===== config.mk =====
export PLATFORM = sky130hd
export DESIGN_NAME = car_motor_seq
export DESIGN_NICKNAME = d
export VERILOG_FILES = /design/src/rtl/car_motor_seq.sv
export SDC_FILE = /design/constraint.sdc
export NUM_CORES = 1
export LEC_CHECK = 0
export ABC_AREA = 1
export BUFFER_PORTS_ARGS = -buffer_cell sky130_fd_sc_hd__buf_2
export CAP_MARGIN = 10
export CORE_ASPECT_RATIO = 0.9
export CORE_MARGIN = 1
export CORE_UTILIZATION = 30
export CTS_BUF_LIST = sky130_fd_sc_hd__clkbuf_4
export DETAILED_ROUTE_END_ITERATION = 7
export SLEW_MARGIN = 25
export SYNTH_ARGS = -nofsm -noshare
export SYNTH_HDL_FRONTEND = slang
export SYNTH_SLANG_ARGS = --single-unit

===== constraint.sdc =====
create_clock -name clk -period 1.65 [get_ports clk]
set_input_delay 0.4125 -clock clk [delete_from_list [all_inputs] [get_ports clk]]
set_output_delay 0.4125 -clock clk [all_outputs]
set_load 0.005 [all_outputs]

===== src/rtl/car_motor_seq.sv =====
// Motor sequencer: drives two H-bridge channels from go_front/go_left/go_right with
// PWM forward drive, fixed-length pivot turns and a dead-time brake between directions.
// Optional soft-start duty ramp in FWD is enabled by defining CAR_SOFT_START_EN.
module car_motor_seq #(
  parameter int unsigned TURN_CYCLES = 8,
  parameter int unsigned DEAD_CYCLES = 2,
  parameter int unsigned PWM_W       = 4,
  parameter int unsigned DUTY        = 12
) (
  input  logic       clk,
  input  logic       rst_n,
  input  logic       go_front,
  input  logic       go_left,
  input  logic       go_right,
  output logic       mot_l_pwm,
  output logic       mot_r_pwm,
  output logic       mot_l_rev,
  output logic       mot_r_rev,
  output logic       busy,
  output logic [2:0] state
);

  localparam int unsigned TW = (TURN_CYCLES > 1) ? $clog2(TURN_CYCLES) : 1;
  localparam int unsigned DW = (DEAD_CYCLES > 1) ? $clog2(DEAD_CYCLES) : 1;

  localparam logic [2:0] S_IDLE   = 3'd0;
  localparam logic [2:0] S_DEAD   = 3'd1;
  localparam logic [2:0] S_FWD    = 3'd2;
  localparam logic [2:0] S_TURN_L = 3'd3;
  localparam logic [2:0] S_TURN_R = 3'd4;

  localparam logic [TW-1:0]  TURN_INIT = TW'(TURN_CYCLES - 1);
  localparam logic [DW-1:0]  DEAD_INIT = DW'(DEAD_CYCLES - 1);
  localparam logic [PWM_W:0] DUTY_V    = (PWM_W + 1)'(DUTY);

  logic [2:0]       target, target_n, state_n, cmd;
  logic [TW-1:0]    turn_cnt, turn_n;
  logic [DW-1:0]    dead_cnt, dead_n;
  logic [PWM_W-1:0] pwm_cnt, pwm_cnt_n;
  logic [PWM_W:0]   duty_n;
  logic             drv_n, l_rev_n, r_rev_n, busy_n;

  // Commands share the state encoding; S_IDLE doubles as "no command".
  always_comb begin
    cmd = S_IDLE;
    if (go_front)      cmd = S_FWD;
    else if (go_left)  cmd = S_TURN_L;
    else if (go_right) cmd = S_TURN_R;
  end

  assign pwm_cnt_n = pwm_cnt + PWM_W'(1);

`ifdef CAR_SOFT_START_EN
  logic [PWM_W:0] ramp, ramp_n;

  // Ramp steps once per PWM period while staying in FWD; zero on entry.
  always_comb begin
    ramp_n = '0;
    if (state_n == S_FWD && state == S_FWD) begin
      ramp_n = ramp;
      if ((&pwm_cnt) && (ramp < DUTY_V)) ramp_n = ramp + (PWM_W + 1)'(1);
    end
  end

  always_ff @(posedge clk or negedge rst_n) begin
    if (!rst_n) ramp <= '0;
    else        ramp <= ramp_n;
  end

  assign duty_n = ramp_n;
`else
  assign duty_n = DUTY_V;
`endif

  // State register and registered outputs.
  always_ff @(posedge clk or negedge rst_n) begin
    if (!rst_n) begin
      state     <= S_IDLE;
      target    <= S_IDLE;
      turn_cnt  <= '0;
      dead_cnt  <= '0;
      pwm_cnt   <= '0;
      mot_l_pwm <= 1'b0;
      mot_r_pwm <= 1'b0;
      mot_l_rev <= 1'b0;
      mot_r_rev <= 1'b0;
      busy      <= 1'b0;
    end else begin
      state     <= state_n;
      target    <= target_n;
      turn_cnt  <= turn_n;
      dead_cnt  <= dead_n;
      pwm_cnt   <= pwm_cnt_n;
      mot_l_pwm <= drv_n;
      mot_r_pwm <= drv_n;
      mot_l_rev <= l_rev_n;
      mot_r_rev <= r_rev_n;
      busy      <= busy_n;
    end
  end

  // Next-state logic.
  always_comb begin
    state_n  = state;
    target_n = target;
    turn_n   = turn_cnt;
    dead_n   = dead_cnt;
    case (state)
      S_IDLE: begin
        if (cmd != S_IDLE) begin
          state_n  = S_DEAD;
          target_n = cmd;
          dead_n   = DEAD_INIT;
        end
      end
      S_DEAD: begin
        if (dead_cnt == '0) begin
          state_n = target;
          turn_n  = TURN_INIT;
        end else begin
          dead_n = dead_cnt - DW'(1);
        end
      end
      S_FWD: begin
        if (cmd == S_IDLE) begin
          state_n = S_IDLE;
        end else if (cmd != S_FWD) begin
          state_n  = S_DEAD;
          target_n = cmd;
          dead_n   = DEAD_INIT;
        end
      end
      S_TURN_L, S_TURN_R: begin
        if (turn_cnt != '0) begin
          turn_n = turn_cnt - TW'(1);
        end else if (cmd == state) begin
          turn_n = TURN_INIT;
        end else if (cmd == S_IDLE) begin
          state_n = S_IDLE;
        end else begin
          state_n  = S_DEAD;
          target_n = cmd;
          dead_n   = DEAD_INIT;
        end
      end
      default: state_n = S_IDLE;
    endcase
  end

  // Output values for the state being entered; DEAD pre-sets direction from the target.
  always_comb begin
    drv_n   = 1'b0;
    l_rev_n = 1'b0;
    r_rev_n = 1'b0;
    busy_n  = 1'b0;
    case (state_n)
      S_DEAD: begin
        busy_n  = 1'b1;
        l_rev_n = (target_n == S_TURN_L);
        r_rev_n = (target_n == S_TURN_R);
      end
      S_FWD:    drv_n = ({1'b0, pwm_cnt_n} < duty_n);
      S_TURN_L: begin
        busy_n  = 1'b1;
        drv_n   = 1'b1;
        l_rev_n = 1'b1;
      end
      S_TURN_R: begin
        busy_n  = 1'b1;
        drv_n   = 1'b1;
        r_rev_n = 1'b1;
      end
      default: ;
    endcase
  end

endmodule


# == Word-level counts from Yosys, hierarchy flattened ==
# Index checks and enable logic that the tools add are counted.
# word_totals
register_bits,18
inputBits,5
out_inout_bits,8
# op_classes
add_sub_neg,3
n_lt_le_gt_ge,1
n_eq_ne,20
n_mux,34
n_reduce_logical,11
# ops
cell,count
$mux 3,18
$eq 3x2->1 const B,5
$ne 2x2->1 const B,7
$pmux 3 s4,1
$eq 3x3->1 const B,3
$mux 1,9
$pmux 3 s3,1
$reduce_and 7->1,1
$eq 3x1->1 const B,2
$logic_not 3->1,2
$pmux 1 s2,3
$pmux 3 s2,1
$reduce_bool 3->1,2
$add 4x1->4 const B,1
$lt 4x4->1 const B,1
$pmux 1 s4,1
$reduce_bool 4->1,1
$reduce_or 2->1,2
$eq 3x3->1,1
$ne 3x2->1 const B,1
$ne 3x3->1 const B,1
$reduce_and 3->1,1
$reduce_or 3->1,1
$sub 3x1->3 const B,1
2 further kinds,2

# == Depth between registers and ports, before layout ==
# Gate-level depths: netlist of the first run.
# logic_depth
ltp_word,11
depth_mapped,14

# == Worst setup path before layout of the first run ==
# Ideal clock, no wire load.
# synth_path
kind,flip-flop to flip-flop
start,register state[1]
end,register busy
t_arrival_ps,1446
required_time_ps,1523
slack_ps,78
stages_incl_launch_ff,12
n_path_buf,1
path_cell_list,dfrtp_1 > buf_6 > clkinv_1 > nand2_2 > a21oi_4 > nand3_2 > nand3_2 > nand2_1 > nand2_2 > inv_1 > nand3_1 > nand3_1
# synth_via
elab_chain_cells,7
elab_cells_between_ends,19
cone_classes,eq/ne (8); mux (8); reduce/logical (3)
# synth_lines
item,line_no,source
from (decl),20,output logic [2:0] state
from (signal assigned),89,state <= state_n;
$eq 3x3->1,136,end else if (cmd == state) begin
$mux 3,136,
$mux 3,134,if (turn_cnt != '0) begin
$pmux 3 s4 (*),108,case (state)
net state_n[0],36,"logic [2:0] target, target_n, state_n, cmd;"
"$eq 3x3->1, or another cell as far along",156,case (state_n)
$reduce_or 3->1 (no source line) (*),n/a,
$mux 1 (*),156,
net busy_n,41,"logic drv_n, l_rev_n, r_rev_n, busy_n;"
to (signal assigned),98,busy <= busy_n;
to (decl),19,"output logic busy,"
# Mark *: on every way through the listed nets, which the timed path passes. The rest lies on a longest branch.
# A chain may end at the register's enable or synchronous reset.

# == Final worst setup path of the first run ==
# layout_path
start,register state[2]
end,register mot_r_rev
# layout_via
elab_chain_cells,6
elab_cells_between_ends,21
cone_classes,eq/ne (8); mux (11); reduce/logical (2)
# layout_lines
item,line_no,source
$eq 3x3->1,136,
$mux 3,136,
$mux 3,134,
$pmux 3 s3 (*),108,
net target_n[1],36,
$eq 3x3->1 (*),160,r_rev_n = (target_n == S_TURN_R);
$pmux 1 s2 (*),156,
net r_rev_n,41,
to (signal assigned),97,mot_r_rev <= r_rev_n;
to (decl),18,"output logic mot_r_rev,"
# Marked as above.

==> flow_summary.yaml, run 1 <==
sta:
  skew_ps: 6.172
  holdWs_ps: 32.52
  period_minus_slack_ps: 1636
  fin_tns_setup_ps: 0
  slew_headroom: 0.7348
  max_slew.worst_pin.slew_ps: 397.8
  finalSetupViolations: 0
  rsz0062_at_grt: "yes"
  fmax_mhz: 611.1
  fin_ws_ps: 13.68
  hold_viol: 0
  slew_violations: 0
  min_period_over_period: 0.9917
pwr:
  ir_drop_mv: 1.022
  p_clk_frac: 0.081
  power.leakage_nw: 0.8493
  p_seq_frac: 0.263
  switchingPower_mw: 1.229
  switching_share: 0.4548
  p_comb_frac: 0.656
  power.density_mw_per_mm2: 1729
  p_total_mw: 2.702
  p_int_mw: 1.473
worst_setup_path:
  rr_startpoint: "state[2]"
  r2r_cells: 11
  cp_max_fo: 5
  cp-end-kind: "flip-flop"
  worstSetupStartpoint: "state[2]"
  start_kind: "flip-flop"
  setup.worst_path.end: "mot_r_rev"
  timing.rr.end: "mot_r_rev"
  rrSetupSlack_ps: 10
  cp.required_ps: 1840
  arrival_ps: 1820
  path_class: "flip-flop to flip-flop"
yosys:
  ys_ff_latch: 18
  syn_nets: 157
  syn-instance-count: 149
  synth_area_mm2: 0.001116
  synth.yosys.seq_area_share: 0.4036
  synth_top_area_share: 0.4036
  synth.distinct_cells: 27
  synth_top_area_cell: "dfrtp_1"
  synthTopCellsByArea: "dfrtp_1 40%, nand2_1 13%, nand3_1 7.6%"
  syn_area_per_cell_um2: 7.490
  yosys_warnings: 0
route:
  drtIter0Drc: 20
  wl_per_cell_um: 11.18
  firstDrtPassIters: 4
  routed_via_density: 4.522
  num_vias: 1049
  drt_wl_total_um: 2594
  drc_errors: 0
  final_antenna_net_count: 0
finish:
  drive_above_1_share: 0.4255
  mostFrequentLayoutCell: "nand2_1"
  final_cell_mix: "31 x nand2_1, 23 x buf_4, 18 x inv_1"
  syn2layout_area_growth_pct: 40.02
  n_antenna_cell: 0
  fillers: 346
  fin_cells: 232
  layout.nets: 197
  postLayoutCellArea_mm2: 0.001563
  final_util: 0.4525
clocking:
  clkLatencyLatePin_ps: 290
  cts_buffer_depth: 2
  h-tree-depth: 1
  path_clk_slew_ps: 100
  cts-root-buf: "clkbuf_4"
  cts_tree: "done"
  clock-sinks: 18
  cts_inserted_buffers: 3
die:
  initial_utilization: 0.3232
  dieArea_mm2: 0.003969
  die_w_um: 66.30
  coreArea_mm2: 0.003453
  ios: 13
  die_h_um: 59.87
  num_rows: 20
placement:
  place_area_mm2: 0.001370
  io_buffers: 12
  dp.final_hpwl_um: 1825
  gp_congestion: 0.8474
  place_ws_ps: -79.56
  dp_cells: 224
grt:
  grt_remaining_overflow: 0
  grtUsageTotal: 0.1336
  grt_pass1_wl_um: 3981
  grt_max_degree: 19
  grt_pass1_vias: 916
  antenna_found_initial: 0
hold_path:
  hold_class: "input pin to async pin"
run_status:
  status: "complete, no violations"
job:
  drv_cap: 0
## cell usage after synthesis, drive strengths merged
cell type	n
a21oi	8
a31oi	1
buf	3
clkinv	1
dfrtp	18
ha	3
inv	21
nand2	42
nand3	19
nand3b	1
nand4	2
nor2	17
o21ai	9
o31ai	1
o32ai	1
xnor2	1
xor2	1
## sequential cells by signal (all words and copies together) (netlist names)
signal and cells:
pwm_cnt 4, state 3, target 3, turn_cnt 3
busy 1, dead_cnt 1, mot_l_rev 1, mot_r_pwm 1
mot_r_rev 1
## worst max-delay path, cell delays in order (launching register included)
cell	delay [ps]
dfrtp_2	450
buf_4	150
nor2_1	140
nand2_1	90
a21oi_2	130
o21ai_0	100
o21ai_0	120
inv_1	80
nand3_2	90
nor2_1	40
nand3_1	70
nand2_1	60
## worst min path at each step
stage | slack, ps | depth (start not counted) | endpoint | from
after CTS | 40 | 1 | mot_l_rev | rst_n
after global routing | 40 | 1 | mot_r_rev | rst_n
after global placement | 360 | 1 | pwm_cnt[2] | rst_n
after floorplan | 120 | 0 | busy | rst_n
final | 30 | 1 | mot_r_rev | rst_n
after detailed placement | 360 | 1 | pwm_cnt[2] | rst_n
## final cells by class
| type | instances | area (um^2) | share of cell area |
|---|---|---|---|
| flip-flops and latches | 18 | 454.2 | 0.2906 |
| multi-input cells | 106 | 675.6 | 0.4323 |
| clock inverters | 1 | 3.754 | 0.002402 |
| inverters | 22 | 85.08 | 0.05444 |
| clock buffers | 3 | 22.52 | 0.01441 |
| repair buffers | 38 | 266.5 | 0.1705 |
| well taps | 44 | 55.05 | 0.03523 |
## cell families (layout without fill, tap and decap cells)
family	Yosys count	after routing	synth area share
xor gates and xnor gates	2	2	0.01570
AOI/OAI and AO/OA	20	20	0.1166
adders and majority gates	3	3	0.03364
buffers and inverters	25	64	0.09752
DFF	18	18	0.4036
and+or+nand+nor	81	81	0.3330
## power by group through the flow
stage / clock [mW] / sequential [mW] / combinational [mW]
after global placement: 0 / 0.701 / 1.45
after global routing: 0.249 / 0.730 / 1.99
after floorplan: 0 / 0.679 / 0.895
final: 0.218 / 0.710 / 1.77
after detailed placement: 0 / 0.699 / 1.44
after CTS: 0.233 / 0.693 / 1.45
## routing by layer
layer / vias to the layer above / track usage / routed length (um)
li1: 556 / - / -
met1: 471 / 0.1825 / 1196
met2: 18 / 0.2172 / 1255
met3: 4 / 0.04198 / 121
met4: 0 / 0.009119 / 20
met5: - / 0 / 0
## timing repair
action,CTS,global route
hold buffers,0,0
buffers inserted,0,4
resized for setup,1,41
setup endpoints to repair,4,10
pin swaps,0,12
hold endpoints to repair,0,0
Power figures use the tool's default switching activity.
==> inputs of run 2 (changes only) <==
--- a/config.mk
+++ b/config.mk
@@ -11,7 +11,7 @@
 export CORE_ASPECT_RATIO = 0.9
 export CORE_MARGIN = 1
 export CORE_UTILIZATION = 30
-export CTS_BUF_LIST = sky130_fd_sc_hd__clkbuf_4
+export CTS_BUF_LIST = sky130_fd_sc_hd__clkbuf_2
 export DETAILED_ROUTE_END_ITERATION = 7
 export SLEW_MARGIN = 25
 export SYNTH_ARGS = -nofsm -noshare
==> flow_summary.yaml, run 2 (synthesis gave the netlist of run 1 again) <==
run_status:
  status: "complete, no violations"
route:
  num_vias: 1050
  drt_wl_total_um: 2508
  routed_via_density: 4.487
  firstDrtPassIters: 4
  drtIter0Drc: 27
  wl_per_cell_um: 10.72
  drc_errors: 0
  final_antenna_net_count: 0
sta:
  skew_ps: 6.825
  slew_headroom: 0.7311
  min_period_over_period: 0.9972
  rsz0062_at_grt: "yes"
  finalSetupViolations: 0
  hold_viol: 0
  fmax_mhz: 607.8
  fin_ws_ps: 4.662
  period_minus_slack_ps: 1645
  holdWs_ps: 459.2
  slew_violations: 0
  max_slew.worst_pin.slew_ps: 403.4
pwr:
  power.density_mw_per_mm2: 1751
  p_clk_frac: 0.067
  p_comb_frac: 0.677
  ir_drop_mv: 0.8379
  p_seq_frac: 0.256
  switchingPower_mw: 1.248
  switching_share: 0.4537
  power.leakage_nw: 0.8560
  p_int_mw: 1.503
finish:
  postLayoutCellArea_mm2: 0.001572
  fillers: 352
  n_antenna_cell: 0
  largest-register: "pwm_cnt"
  largest_register_ffs: 4
  syn2layout_area_growth_pct: 40.81
  drive_above_1_share: 0.4158
  final_cell_mix: "33 x nand2_1, 23 x buf_4, 18 x inv_1"
  layout.nets: 199
  mostFrequentLayoutCell: "nand2_1"
grt:
  antenna_found_initial: 0
  grt_pass1_vias: 923
  grt_remaining_overflow: 0
  grtUsageTotal: 0.1377
  grt_pass1_wl_um: 4091
  grt_max_degree: 19
clocking:
  cts-root-buf: "clkbuf_2"
  cts_inserted_buffers: 3
  clock-sinks: 18
  clkLatencyLatePin_ps: 300
  cts_tree: "done"
  path_clk_slew_ps: 170
  cts_buffer_depth: 2
  h-tree-depth: 1
worst_setup_path:
  cp.required_ps: 1860
  cp_max_fo: 5
  rr_startpoint: "state[0]"
  rrSetupSlack_ps: 5
  arrival_ps: 1860
  start_kind: "flip-flop"
  r2r_cells: 10
  path_class: "flip-flop to flip-flop"
  worstSetupStartpoint: "state[0]"
  setup.worst_path.end: "mot_r_rev"
  timing.rr.end: "mot_r_rev"
  cp-end-kind: "flip-flop"
hold_path:
  hold_class: "flip-flop to flip-flop"
die:
  initial_utilization: 0.3232
  num_rows: 20
  dieArea_mm2: 0.003969
  die_h_um: 59.87
  coreArea_mm2: 0.003453
  ios: 13
  die_w_um: 66.30
placement:
  io_buffers: 12
  gp_congestion: 0.8474
  place_ws_ps: -79.56
  dp.final_hpwl_um: 1825
  place_area_mm2: 0.001370
job:
  drv_cap: 0
## run 2: layer usage
metal / up-vias / GRT usage / share of wire
met5: - / 0 / 0
met4: 0 / 0.01520 / 0
met3: 0 / 0.04389 / 0.050
met2: 18 / 0.2201 / 0.48
met1: 472 / 0.1884 / 0.47
li1: 560 / - / -
## run 2: what timing repair did
action,4_1_cts,5_1_grt
pin swaps,1,17
endpoints found under the setup margin,4,7
buffers inserted,1,4
gates resized for setup,4,37
hold buffers,0,1
endpoints found under the hold margin,0,18
## run 2: final cells by class
type | count | area (um^2) | area share
inverter | 22 | 85.08 | 0.05414
clock inverter | 1 | 3.754 | 0.002389
sequential | 18 | 454.2 | 0.2890
timing repair buffer | 40 | 287.8 | 0.1831
clock buffer | 3 | 15.01 | 0.009554
tap | 44 | 55.05 | 0.03503
multi-input combinational | 106 | 670.6 | 0.4268
## run 2: critical path, stage by stage (launching register included)
cell,delay (ps)
dfrtp_2,490
inv_4,100
nand2_4,60
a21oi_4,250
nand3_4,140
nand4_1,200
nand2_4,100
inv_2,70
nor2_1,40
nand3_1,60
nand2_1,60
## run 2: power groups by stage
stage / clock network [mW] / logic (mW) / registers, mW
6_report: 0.184 / 1.86 / 0.704
5_1_grt: 0.219 / 2.08 / 0.726
4_1_cts: 0.196 / 1.49 / 0.691
3_5_place_dp: 0 / 1.44 / 0.699
3_3_place_gp: 0 / 1.45 / 0.701
2_1_floorplan: 0 / 0.895 / 0.679
## run 2: worst min-delay path by stage
stage | start | end | slack [ps] | cells past startpoint
4_1_cts | rst_n | mot_l_rev | 7 | 1
5_1_grt | pwm_cnt[0] | pwm_cnt[0] | 480 | 1
2_1_floorplan | rst_n | busy | 120 | 0
3_3_place_gp | rst_n | pwm_cnt[2] | 360 | 1
6_report | pwm_cnt[0] | pwm_cnt[0] | 460 | 1
3_5_place_dp | rst_n | pwm_cnt[2] | 360 | 1
## run 2: metrics by stage
stage | setup TNS, ps | utilization | instances | total power [mW]
floorplan | 0 | - | 149 | 1.574
global placement | -345.5 | 0.3967 | 224 | 2.147
detailed placement | -292.4 | 0.3967 | 224 | 2.136
CTS | 0 | 0.4087 | 229 | 2.372
global route | -549.3 | 0.4551 | 234 | 3.021
finish | 0 | 0.4551 | 234 | 2.751
==> inputs of run 3 (changes only) <==
--- a/config.mk
+++ b/config.mk
@@ -6,13 +6,13 @@
 export NUM_CORES = 1
 export LEC_CHECK = 0
 export ABC_AREA = 1
-export BUFFER_PORTS_ARGS = -buffer_cell sky130_fd_sc_hd__buf_2
 export CAP_MARGIN = 10
 export CORE_ASPECT_RATIO = 0.9
 export CORE_MARGIN = 1
 export CORE_UTILIZATION = 30
 export CTS_BUF_LIST = sky130_fd_sc_hd__clkbuf_2
 export DETAILED_ROUTE_END_ITERATION = 7
+export DONT_BUFFER_PORTS = 1
 export SLEW_MARGIN = 25
 export SYNTH_ARGS = -nofsm -noshare
 export SYNTH_HDL_FRONTEND = slang
==> constraint.sdc (replaced) <==
create_clock -name clk -period 1.65 [get_ports clk]
set_input_delay 0.2475 -clock clk [delete_from_list [all_inputs] [get_ports clk]]
set_output_delay 0.2475 -clock clk [all_outputs]
set_load 0.005 [all_outputs]
==> flow_summary.yaml, run 3 (synthesis gave the netlist of run 1 again) <==
route:
  num_vias: 1074
  routed_via_density: 4.927
  dr.max_layer_used: "met4"
  wl_met1_um: 1144
  wl_met2_um: 1482
  drt_wl_total_um: 2809
  final_antenna_net_count: 0
  drc_errors: 0
  firstDrtPassIters: 4
  wl_per_cell_um: 12.89
  dr_wl_met3_um: 75
  drtIter0Drc: 19
sta:
  fmax_mhz: 590.9
  min_period_over_period: 1.026
  skew_ps: 8.966
  rsz0062_at_grt: "yes"
  fin_tns_setup_ps: -114.1
  slew_violations: 0
  period_minus_slack_ps: 1692
  hold_viol: 0
  fin_ws_ps: -42.41
  max_slew.worst_pin.slew_ps: 809.8
  slew_headroom: 0.4583
  finalSetupViolations: 5
hold_path:
  hold_depth: 5
  hold_class: "input pin to flip-flop"
  hold_path_startpoint: "go_right"
  holdPathEnd: "target[1]"
finish:
  largest_register_ffs: 4
  drive_above_1_share: 0.3448
  mostFrequentLayoutCell: "nand2_1"
  largest-register: "pwm_cnt"
  layout.nets: 183
  n_antenna_cell: 0
  multi_input_area_um2: 656.9
  regArea_um2: 452.9
  final_cell_mix: "32 x nand2_1, 22 x buf_4, 17 x inv_1"
  fillers: 362
  syn2layout_area_growth_pct: 30.38
grt:
  grt_pass1_wl_um: 4278
  grtUsageTotal: 0.1455
  grt_pass1_vias: 1039
  antenna_found_initial: 0
  grt_max_degree: 19
  grt_remaining_overflow: 0
placement:
  io_buffers: 0
  dp.final_hpwl_um: 1958
  gp_congestion: 0.9302
  place_ws_ps: -62.56
job:
  drv_cap: 0
worst_setup_path:
  start_kind: "flip-flop"
  cp_max_fo: 5
  cp.required_ps: 1850
  cp-end-kind: "flip-flop"
  timing.rr.end: "busy"
  rr_startpoint: "state[1]"
  rrSetupSlack_ps: -40
  path_class: "flip-flop to flip-flop"
  arrival_ps: 1890
  r2r_cells: 9
clocking:
  path_clk_slew_ps: 170
  clock-sinks: 18
  cts_buffer_depth: 2
  cts_tree: "done"
  cts_inserted_buffers: 3
  cts-root-buf: "clkbuf_2"
  h-tree-depth: 1
  clkLatencyLatePin_ps: 300
run_status:
  status: "finished with violations"
  violations: "negative setup slack"
die:
  dieArea_mm2: 0.003969
  ios: 13
  num_rows: 20
  initial_utilization: 0.3232
  die_w_um: 66.30
  die_h_um: 59.87
  coreArea_mm2: 0.003453
pwr:
  power.leakage_nw: 0.7764
  power.density_mw_per_mm2: 1868
  ir_drop_mv: 0.9767
run 3: cell types whose count changed in the layout (fill, tap and decap cells not counted), moves of 2 or more:
cell,change
nor2_1,+2
nand3_2,-3
buf_6,-3
buf_2,-12
inv_2,+2
nand3_1,+2
run 3: where the power goes:
| group | switching (mW) | leakage, nW | internal (mW) |
|---|---|---|---|
| Sequential | 0.124 | 0.218 | 0.589 |
| Clock | 0.136 | 0.0140 | 0.0527 |
| Combinational | 1.03 | 0.545 | 0.784 |
run 3: worst max path at each step:
stage | endpoint | start | slack (ps) | cells after the start
2_1_floorplan | busy | state[1] | 80 | 11
3_3_place_gp | mot_l_rev | state[2] | -40 | 9
3_5_place_dp | mot_l_rev | state[2] | -60 | 9
4_1_cts | turn_cnt[2] | state[0] | -20 | 10
5_1_grt | busy | state[2] | -180 | 10
6_report | busy | state[1] | -40 | 9
run 3: worst max-delay path: stages, from the launching register on:
cell	delay (ps)
dfrtp_1	470
inv_2	110
nand2_4	70
a21oi_4	250
nand3_4	160
nand2_4	140
a21oi_4	100
buf_4	140
nand3_2	80
nand3_1	80
run 3: per-layer routing:
metal	vias to the layer above	GRT usage
li1	525	-
met1	508	0.1541
met2	27	0.2507
met3	14	0.05153
met4	0	0.08511
met5	-	0
run 3: through the flow:
| step | hold WS (ps) | utilization | power [mW] | instance area, um^2 | cells |
|---|---|---|---|---|---|
| after detailed placement | -47.65 | 0.3620 | 1.989 | 1250 | 204 |
| final | 301.5 | 0.4214 | 2.718 | 1455 | 218 |
| after global placement | -47.59 | 0.3620 | 1.957 | 1250 | 204 |
| after floorplan | -48.09 | - | 1.574 | 1116 | 149 |
| after CTS | 337.2 | 0.3891 | 2.328 | 1344 | 213 |
| after global routing | 317.1 | 0.4214 | 2.938 | 1455 | 218 |
run 3: cell type report:
type,count,area share
Tap cell,44,0.03783
Clock buffer,3,0.01032
Timing Repair Buffer,24,0.1281
Clock inverter,1,0.002580
Sequential cell,18,0.3113
Multi-Input combinational cell,106,0.4514
Inverter,22,0.05847
run 3: repair_timing:
action,4_1_cts,5_1_grt
gates resized for setup,8,26
hold buffers,1,0
hold endpoints to repair,18,0
endpoints found under the setup margin,6,6
setup buffers,4,5
pin swaps,4,9
